File: src/rtl/mem_access_stage.sv
// Memory-access stage of the 16-bit pipeline.
// Latches the execute-stage address/store data, runs the ISSUE/WAIT handshake
// with a stallable data memory, holds the upstream pipeline with Stall, and
// keeps a sticky Err for misaligned, illegal and timed-out accesses.
module mem_access_stage #(
   parameter int TIMEOUT = 15,
   parameter int CW      = 8
) (
   input  logic        clk,
   input  logic        rst,
   input  logic [15:0] ALUOut,
   input  logic [15:0] WriteData,
   input  logic        MemRead,
   input  logic        MemWrite,
   input  logic [15:0] mem_DataOut,
   input  logic        mem_Stall,
   input  logic        mem_Done,
   output logic [15:0] mem_Addr,
   output logic [15:0] mem_DataIn,
   output logic        mem_Rd,
   output logic        mem_Wr,
   output logic [15:0] MemOut,
   output logic        Stall,
   output logic        Err
);

   typedef enum logic [1:0] {
      S_IDLE  = 2'd0,
      S_ISSUE = 2'd1,
      S_WAIT  = 2'd2,
      S_DONE  = 2'd3
   } state_t;

   // Last WAIT count before the access is abandoned, and the saturation ceiling.
   localparam logic [CW-1:0] CNT_LAST = CW'(TIMEOUT - 1);
   localparam logic [CW-1:0] CNT_MAX  = {CW{1'b1}};
   localparam logic [CW-1:0] CNT_ONE  = {{(CW-1){1'b0}}, 1'b1};
   localparam logic [CW-1:0] CNT_ZERO = {CW{1'b0}};

   state_t        state_q, state_d;
   logic [CW-1:0] cnt_q, cnt_d;
   logic [15:0]   addr_q, addr_d;
   logic [15:0]   data_q, data_d;
   logic          wr_q, wr_d;        // latched op: 1 = store, 0 = load
   logic [15:0]   memout_q, memout_d;
   logic          err_q, err_d;

   logic          req_s;
   logic          illegal_s;
   logic          misalign_s;
   logic          valid_req_s;

   assign req_s       = MemRead | MemWrite;
   assign illegal_s   = MemRead & MemWrite;
   assign misalign_s  = req_s & ALUOut[0];
   assign valid_req_s = req_s & ~illegal_s & ~ALUOut[0];

   // Next-state, latch and result computation for the access handshake.
   always_comb begin
      state_d  = state_q;
      cnt_d    = cnt_q;
      addr_d   = addr_q;
      data_d   = data_q;
      wr_d     = wr_q;
      memout_d = memout_q;
      err_d    = err_q;
      case (state_q)
         S_IDLE: begin
            if (illegal_s) begin
               err_d = 1'b1;
            end else if (misalign_s) begin
               err_d = 1'b1;
            end else if (valid_req_s) begin
               addr_d  = ALUOut;
               data_d  = WriteData;
               wr_d    = MemWrite;
               state_d = S_ISSUE;
            end else begin
               state_d = S_IDLE;
            end
         end
         S_ISSUE: begin
            if (mem_Stall) begin
               state_d = S_ISSUE;
            end else if (mem_Done) begin
               if (!wr_q) begin
                  memout_d = mem_DataOut;
               end else begin
                  memout_d = memout_q;
               end
               state_d = S_DONE;
            end else begin
               cnt_d   = CNT_ZERO;
               state_d = S_WAIT;
            end
         end
         S_WAIT: begin
            if (mem_Done) begin
               if (!wr_q) begin
                  memout_d = mem_DataOut;
               end else begin
                  memout_d = memout_q;
               end
               state_d = S_DONE;
            end else if (cnt_q == CNT_LAST) begin
               err_d = 1'b1;
               if (!wr_q) begin
                  memout_d = 16'h0000;
               end else begin
                  memout_d = memout_q;
               end
               state_d = S_DONE;
            end else if (cnt_q != CNT_MAX) begin
               cnt_d = cnt_q + CNT_ONE;
            end else begin
               cnt_d = cnt_q;
            end
         end
         S_DONE: begin
            state_d = S_IDLE;
         end
         default: begin
            state_d = S_IDLE;
         end
      endcase
   end

   // State and latch registers with synchronous reset.
   always_ff @(posedge clk) begin
      if (rst) begin
         state_q  <= S_IDLE;
         cnt_q    <= CNT_ZERO;
         addr_q   <= 16'h0000;
         data_q   <= 16'h0000;
         wr_q     <= 1'b0;
         memout_q <= 16'h0000;
         err_q    <= 1'b0;
      end else begin
         state_q  <= state_d;
         cnt_q    <= cnt_d;
         addr_q   <= addr_d;
         data_q   <= data_d;
         wr_q     <= wr_d;
         memout_q <= memout_d;
         err_q    <= err_d;
      end
   end

   // Memory strobes, address/data and pipeline stall; forced idle while in reset.
   always_comb begin
      mem_Rd     = 1'b0;
      mem_Wr     = 1'b0;
      Stall      = 1'b0;
      mem_Addr   = 16'h0000;
      mem_DataIn = 16'h0000;
      if (rst) begin
         Stall = 1'b0;
      end else begin
         mem_Addr   = addr_q;
         mem_DataIn = data_q;
         case (state_q)
            S_IDLE: begin
               Stall = valid_req_s;
            end
            S_ISSUE: begin
               Stall  = 1'b1;
               mem_Rd = ~wr_q;
               mem_Wr = wr_q;
            end
            S_WAIT: begin
               Stall = 1'b1;
            end
            S_DONE: begin
               Stall = 1'b0;
            end
            default: begin
               Stall = 1'b0;
            end
         endcase
      end
   end

   assign MemOut = memout_q;
   assign Err    = err_q;

endmodule
File: config.mk
export PLATFORM = sky130hd
export DESIGN_NAME = mem_access_stage
export DESIGN_NICKNAME = d
export VERILOG_FILES = /design/src/rtl/mem_access_stage.sv
export SDC_FILE = /design/constraint.sdc
export NUM_CORES = 1
export LEC_CHECK = 0
export ABC_AREA = 1
export BUFFER_PORTS_ARGS = -buffer_cell sky130_fd_sc_hd__buf_2
export CORE_MARGIN = 8
export CORE_UTILIZATION = 50
export DETAILED_ROUTE_END_ITERATION = 12
export PLACE_DENSITY = 0.84
export SLEW_MARGIN = 20
export SYNTH_ARGS = -nofsm -noshare
export SYNTH_HDL_FRONTEND = slang
export SYNTH_SLANG_ARGS = --single-unit
export TNS_END_PERCENT = 10
File: constraint.sdc
create_clock -name clk -period 2.03 [get_ports clk]
set_input_delay 0.3045 -clock clk [delete_from_list [all_inputs] [get_ports clk]]
set_output_delay 0.3045 -clock clk [all_outputs]
set_load 0.02 [all_outputs]
# Word level (Yosys, flattened, before mapping)
# Index checks and enable logic that the tools add are counted.
[totals] latch_bits=0 rom_bits=0 inputBits=54 mem_count=0 elab_cells=77 ram_bits=0 reg_bits=60
[classes] magnitude_cmp=0 n_div=0 n_reduce_logical=9 shifts=0 n_mux=34 bitwise_logic=9 multipliers=0 add_sub_neg=1 eq_ne=17
[ops] cell="$mux W16" n=8
[ops] cell="$mux W8" n=5
[ops] cell="$pmux W16 S2" n=1
[ops] cell="$ne A2 B2 Y1 const B" n=9
[ops] cell="$pmux W8 S2" n=1
[ops] cell="$mux W1" n=11
[ops] cell="$mux W2" n=5
[ops] cell="$ne A3 B3 Y1 const B" n=3
[ops] cell="$add A8 B1 Y8 const B" n=1
[ops] cell="$eq A8 B4 Y1 const B" n=1
[ops] cell="$ne A8 B8 Y1 const B" n=1
[ops] cell="$pmux W2 S4" n=1
[ops] cell="$reduce_and A4 Y1" n=2
[ops] cell="$reduce_and A6 Y1" n=1
[ops] cell="$reduce_and A5 Y1" n=1
[ops] cell="$and A1 B1 Y1" n=4
[ops] cell="$eq A2 B2 Y1 const B" n=2
[ops] cell="$not A1 Y1" n=4
[ops] cell="$reduce_bool A2 Y1" n=2
[ops] cell="$pmux W1 S3" n=1
[ops] cell="$reduce_and A3 Y1" n=1
[ops] cell="$eq A2 B1 Y1 const B" n=1
[ops] cell="$logic_not A2 Y1" n=1
[ops] cell="$pmux W1 S2" n=1
[ops] cell="other kinds (2)" n=2

# Depth between registers and ports, before layout
[depth] ltp_word=8 mapped_depth=11 depth_no_buf=10

# Least setup slack after synthesis
# Ideal clock, no wire load.
[synth_timing] path_type="register to register" from="register state_q[0]" to="register memout_q[10] (netlist: MemOut[10])" t_arrival_ns=1.442 setup_slack_ns=0.455 path_stages_with_launch=11 setup_ns=0.132 period_less_slack_ns=1.575 path_buffers=1 cell_sequence="dfxtp_1 inv_1 ha_1 inv_2 nand2_2 nand2_2 nor2_4 nand2_2 buf_2 nand2_1 a21oi_1"
[synth_between] elab_chain_cells=3
[synth_lines] item="start, declared" line="40" source="state_t state_q, state_d;"
[synth_lines] item="start signal, assigned" line="139" source="state_q <= state_d;"
[synth_lines] item="$eq A2 B2 Y1 / $eq A2 B1 Y1 (equally long branches)" line="67" source="case (state_q)"
[synth_lines] item="$ne A3 B3 Y1 (no source line) (tied with other cells)"
[synth_lines] item="$reduce_and A5 Y1 (no source line)"
[synth_lines] item="end signal, assigned" line="144" source="memout_q <= memout_d;"
[synth_lines] item="end, declared" line="45" source="logic [15:0] memout_q, memout_d;"
# Several ways; a longest one is shown, not always the timed one.
# A chain may end at the register's enable or synchronous reset.

# Final worst setup path
[layout_timing] from="register state_q[0]" to="output port Stall"
[layout_between] elab_chain_cells=4
[layout_lines] item="$eq A2 B2 Y1 / $eq A2 B1 Y1 (equally long branches)" line="161" source="case (state_q)"
[layout_lines] item="$reduce_or A2 Y1 (no source line)"
[layout_lines] item="$pmux W1 S3 (*)" line="161"
[layout_lines] item="$mux W1 (*)" line="156" source="if (rst) begin"
[layout_lines] item="end, declared" line="23" source="output logic Stall,"
# Mark *: on every way between the ends. The rest lies on a longest branch, timed or not.

==> key figures <==
Status
  – Result of the run: completed

Synthesis
  – Synthesized area: approximately 3000 sq um
  – Post-synthesis cell type count: 25
  – Most frequent cell after synthesis: sky130_fd_sc_hd__nand2_1
  – Synthesized netlist net count: just over 500
  – Ys flop type: sky130_fd_sc_hd__dfxtp_1
  – Sequential-to-total area share from yosys stat: 0.402
  – Cell accounting for the most synthesized area: sky130_fd_sc_hd__dfxtp_1
  – Fraction of synthesized cell area taken by the top area cell type: 0.402
  – Area contributors post-synth: sky130_fd_sc_hd__dfxtp_1 (40%), sky130_fd_sc_hd__nand2_1 (9.8%), sky130_fd_sc_hd__a21oi_1 (9.7%)
  – Number of standard cells after synthesis: ~440
  – Synth Warn #: 0
  – Seq cells post-synth: 60
  – Post-Syn Area per Cell: just under 7 sq um
  – Number of enable flip-flop cells after synthesis: 0
  – Most used standard cells in the synthesized netlist: sky130_fd_sc_hd__nand2_1 (78), sky130_fd_sc_hd__dfxtp_1 (60), sky130_fd_sc_hd__a21oi_1 (58)
  – Share of synthesized flip-flops with an asynchronous set or reset: 0

Die
  – Floorplan Core Area: about 5900 sq um
  – Rows: 28
  – Die X-Extent: around 93 um
  – Initial standard-cell utilization of the core: 0.511
  – Die Area: 8710 sq um
  – Number of ports placed on the die boundary: between 100 and 150
  – Vertical die dimension: around 93 um

Power
  – Seq pwr share: 0.385
  – Cell-internal power: ~2.5 mW
  – Cell Pwr Density: roughly 940 nW/um^2
  – Standby leakage power: 1.86 nW
  – Net switching share of the total power: 0.317
  – Worst ir drop on vdd: ~0.0006 V
  – Psw: 1.14 mW
  – Power share of the clock group: 0.357
  – Part of the power in combinational logic: 0.258

STA
  – Largest clock skew in the final design: 0.00388 ns
  – Final count of negative-setup-slack endpoints: 0
  – Worst slew slack as a fraction of its limit: 0.642
  – RSZ-0062 raised after global routing: false
  – Worst slew pin tran: about 0.54 ns
  – Final worst path period share: 0.907
  – Final critical delay including setup and external delays: roughly 1.8 ns
  – Peak Freq: roughly 540 MHz
  – Fin. Hold Viols: 0
  – Final Max Tran Viols: 0
  – TNS Setup: 0 ns

Finish
  – Inserted Diodes: 0
  – Sequential cell area: approximately 1200 sq um
  – Multi-input logic area: 1450 sq um
  – P&R area growth vs syn: 28.0%
  – Share of post-route cells with drive strength above 1: 0.265
  – Layout Utilization: 0.654
  – Filler Cell Count: 524
  – Net total in the final layout: 604
  – Design area: roughly 3800 sq um

Drt
  – DRC Markers: 0
  – Vias after detailed routing: about 3200
  – Number of routed nets with antenna violations: 0
  – DR WL/cell: about 13 um
  – Final wirelength: just over 8000 um
  – Routed via count divided by cell count: a little over 5
  – Total iterations of the first detailed-routing run: 4
  – First-iteration detailed-routing DRC count: 188

Global routing
  – Total global-route track usage: 0.183
  – First-pass GRT wire length: approximately 13000 um
  – Met1 Use GR: 0.216
  – GR met2 Demand/Resource: 0.286
  – Initial antenna violation count: 0
  – Fraction of met3 tracks used by global routing: 0.0769
  – Maximum number of pins on one net before global-route repair: between 60 and 70
  – Most used routing layer: met2
  – Total congestion overflow: 0
  – Vias in the first global route: ~3000

Clock tree
  – Clock sinks: 60
  – Post-cts hold buffer count: 0
  – Later-pin clock latency in the skew report: approximately 0.34 ns
  – Resize count post-CTS: 0
  – Largest buffer count on any clock path: 2
  – Number of clock buffers inserted by TritonCTS: 9
  – Clock-pin transition on the worst setup and hold timing paths: 0.07 ns
  – Root Buffer Master: sky130_fd_sc_hd__clkbuf_8
  – Setup bufs post-CTS: 0
  – TritonCTS clock tree: yes
  – Count of H-tree levels built during CTS: 3

Placed design
  – IO Port Bufs: 105
  – Placed cell areas: around 3600 sq um
  – Placer congestion estimate: a little under 0.9
  – HPWL after detailed placement: about 5800 um

Flow run
  – Max-capacitance violation count: 0

Setup path
  – Crit Reg-Reg Startpoint: state_q[0]$_SDFFE_PP0P_
  – Worst Path Required: between 1.5 and 2 ns
  – Critical-path maximum fanout: 5
  – Crit path launch type: flop
  – Capturing element type of the critical path: output pin
  – Signal arrival time at the worst endpoint: roughly 1.5 ns
  – Origin of the worst setup path: state_q[0]$_SDFFE_PP0P_
  – Kind of critical path: reg2out

Hold path
  – Path class of the lowest-slack min-delay path: in2reg
  – Hold wc startpoint: ALUOut[15]
power by group through the flow:
| stage | clock [mW] | combinational, mW | sequential, mW |
|---|---|---|---|
| floorplan | 0 | 0.592 | 1.46 |
| global placement | 0 | 0.902 | 1.40 |
| detailed placement | 0 | 0.923 | 1.41 |
| CTS | 1.30 | 0.928 | 1.38 |
| global route | 1.35 | 1.04 | 1.40 |
| finish | 1.28 | 0.926 | 1.38 |
cells by family (layout without fill, tap and decap cells):
| family | Yosys count | in the layout | synth area share |
|---|---|---|---|
| DFF | 60 | 60 | 0.402 |
| and+or+nand+nor | 175 | 175 | 0.249 |
| adders and majority gates | 7 | 7 | 0.0293 |
| AOI/OAI and AO/OA | 113 | 113 | 0.204 |
| buffers and inverters | 88 | 193 | 0.116 |
cell usage in the layout, fill, tap and decap left out, drive strengths merged:
cell / netlist / routed
a21oi: 59 / 59
a22oi: 16 / 16
buf: 10 / 117
bufinv: 0 / 3
clkbuf: 18 / 11
clkinv: 0 / 2
dfxtp: 60 / 60
ha: 7 / 7
inv: 60 / 60
nand2: 81 / 81
nand3: 27 / 27
nand4: 6 / 6
nor2: 56 / 56
nor3: 3 / 3
nor3b: 1 / 1
o21ai: 38 / 38
or2: 1 / 1
metrics by stage:
step	cells	power [mW]	setup slack, ns	hold slack [ns]
finish	623	3.59	0.189	0.242
floorplan	443	2.05	0.455	0.419
global placement	607	2.30	0.342	0.427
detailed placement	607	2.33	0.259	0.433
CTS	623	3.61	0.115	0.233
global route	623	3.79	0.0446	0.242
area by class of cell:
cell class              instances  share of cell area
clock inverters                 5              0.0261
flip-flops and latches         60               0.314
well taps                      75              0.0245
inverters                      60              0.0588
multi-input cells             295               0.378
clock buffers                  11              0.0343
repair buffers                117               0.164
layer usage:
| metal | vias to the layer above | wire (um) | share of wire |
|---|---|---|---|
| li1 | 1627 | - | - |
| met1 | 1426 | 3510 | 0.44 |
| met2 | 114 | 3700 | 0.46 |
| met3 | 8 | 746 | 0.093 |
| met4 | 0 | 97 | 0.012 |
| met5 | - | 0 | 0 |
state kept, by name, indices dropped and copies added (netlist names), named ones only:
register	count
addr_q	16
Err	1
wr_q	1
data_q	16
MemOut	16
cnt_q	8
state_q	1
critical path, cell delays in order, from the launching register on:
cell	delay, ns
sky130_fd_sc_hd__dfxtp_2	0.36
sky130_fd_sc_hd__inv_1	0.07
sky130_fd_sc_hd__ha_1	0.25
sky130_fd_sc_hd__inv_1	0.12
sky130_fd_sc_hd__nand2_1	0.06
sky130_fd_sc_hd__a21oi_1	0.14
sky130_fd_sc_hd__buf_2	0.19
path summary, 6_finish.rpt:
path         cells after the start  slack (ns)                       to
max reg2reg                      7        0.28    cnt_q[5]$_SDFFE_PP0P_
min reg2reg                      2        0.44   addr_q[0]$_SDFFE_PP0P_
max                              6        0.19                    Stall
min                              3        0.24  addr_q[15]$_SDFFE_PP0P_
(Power assumes the default switching activity.)
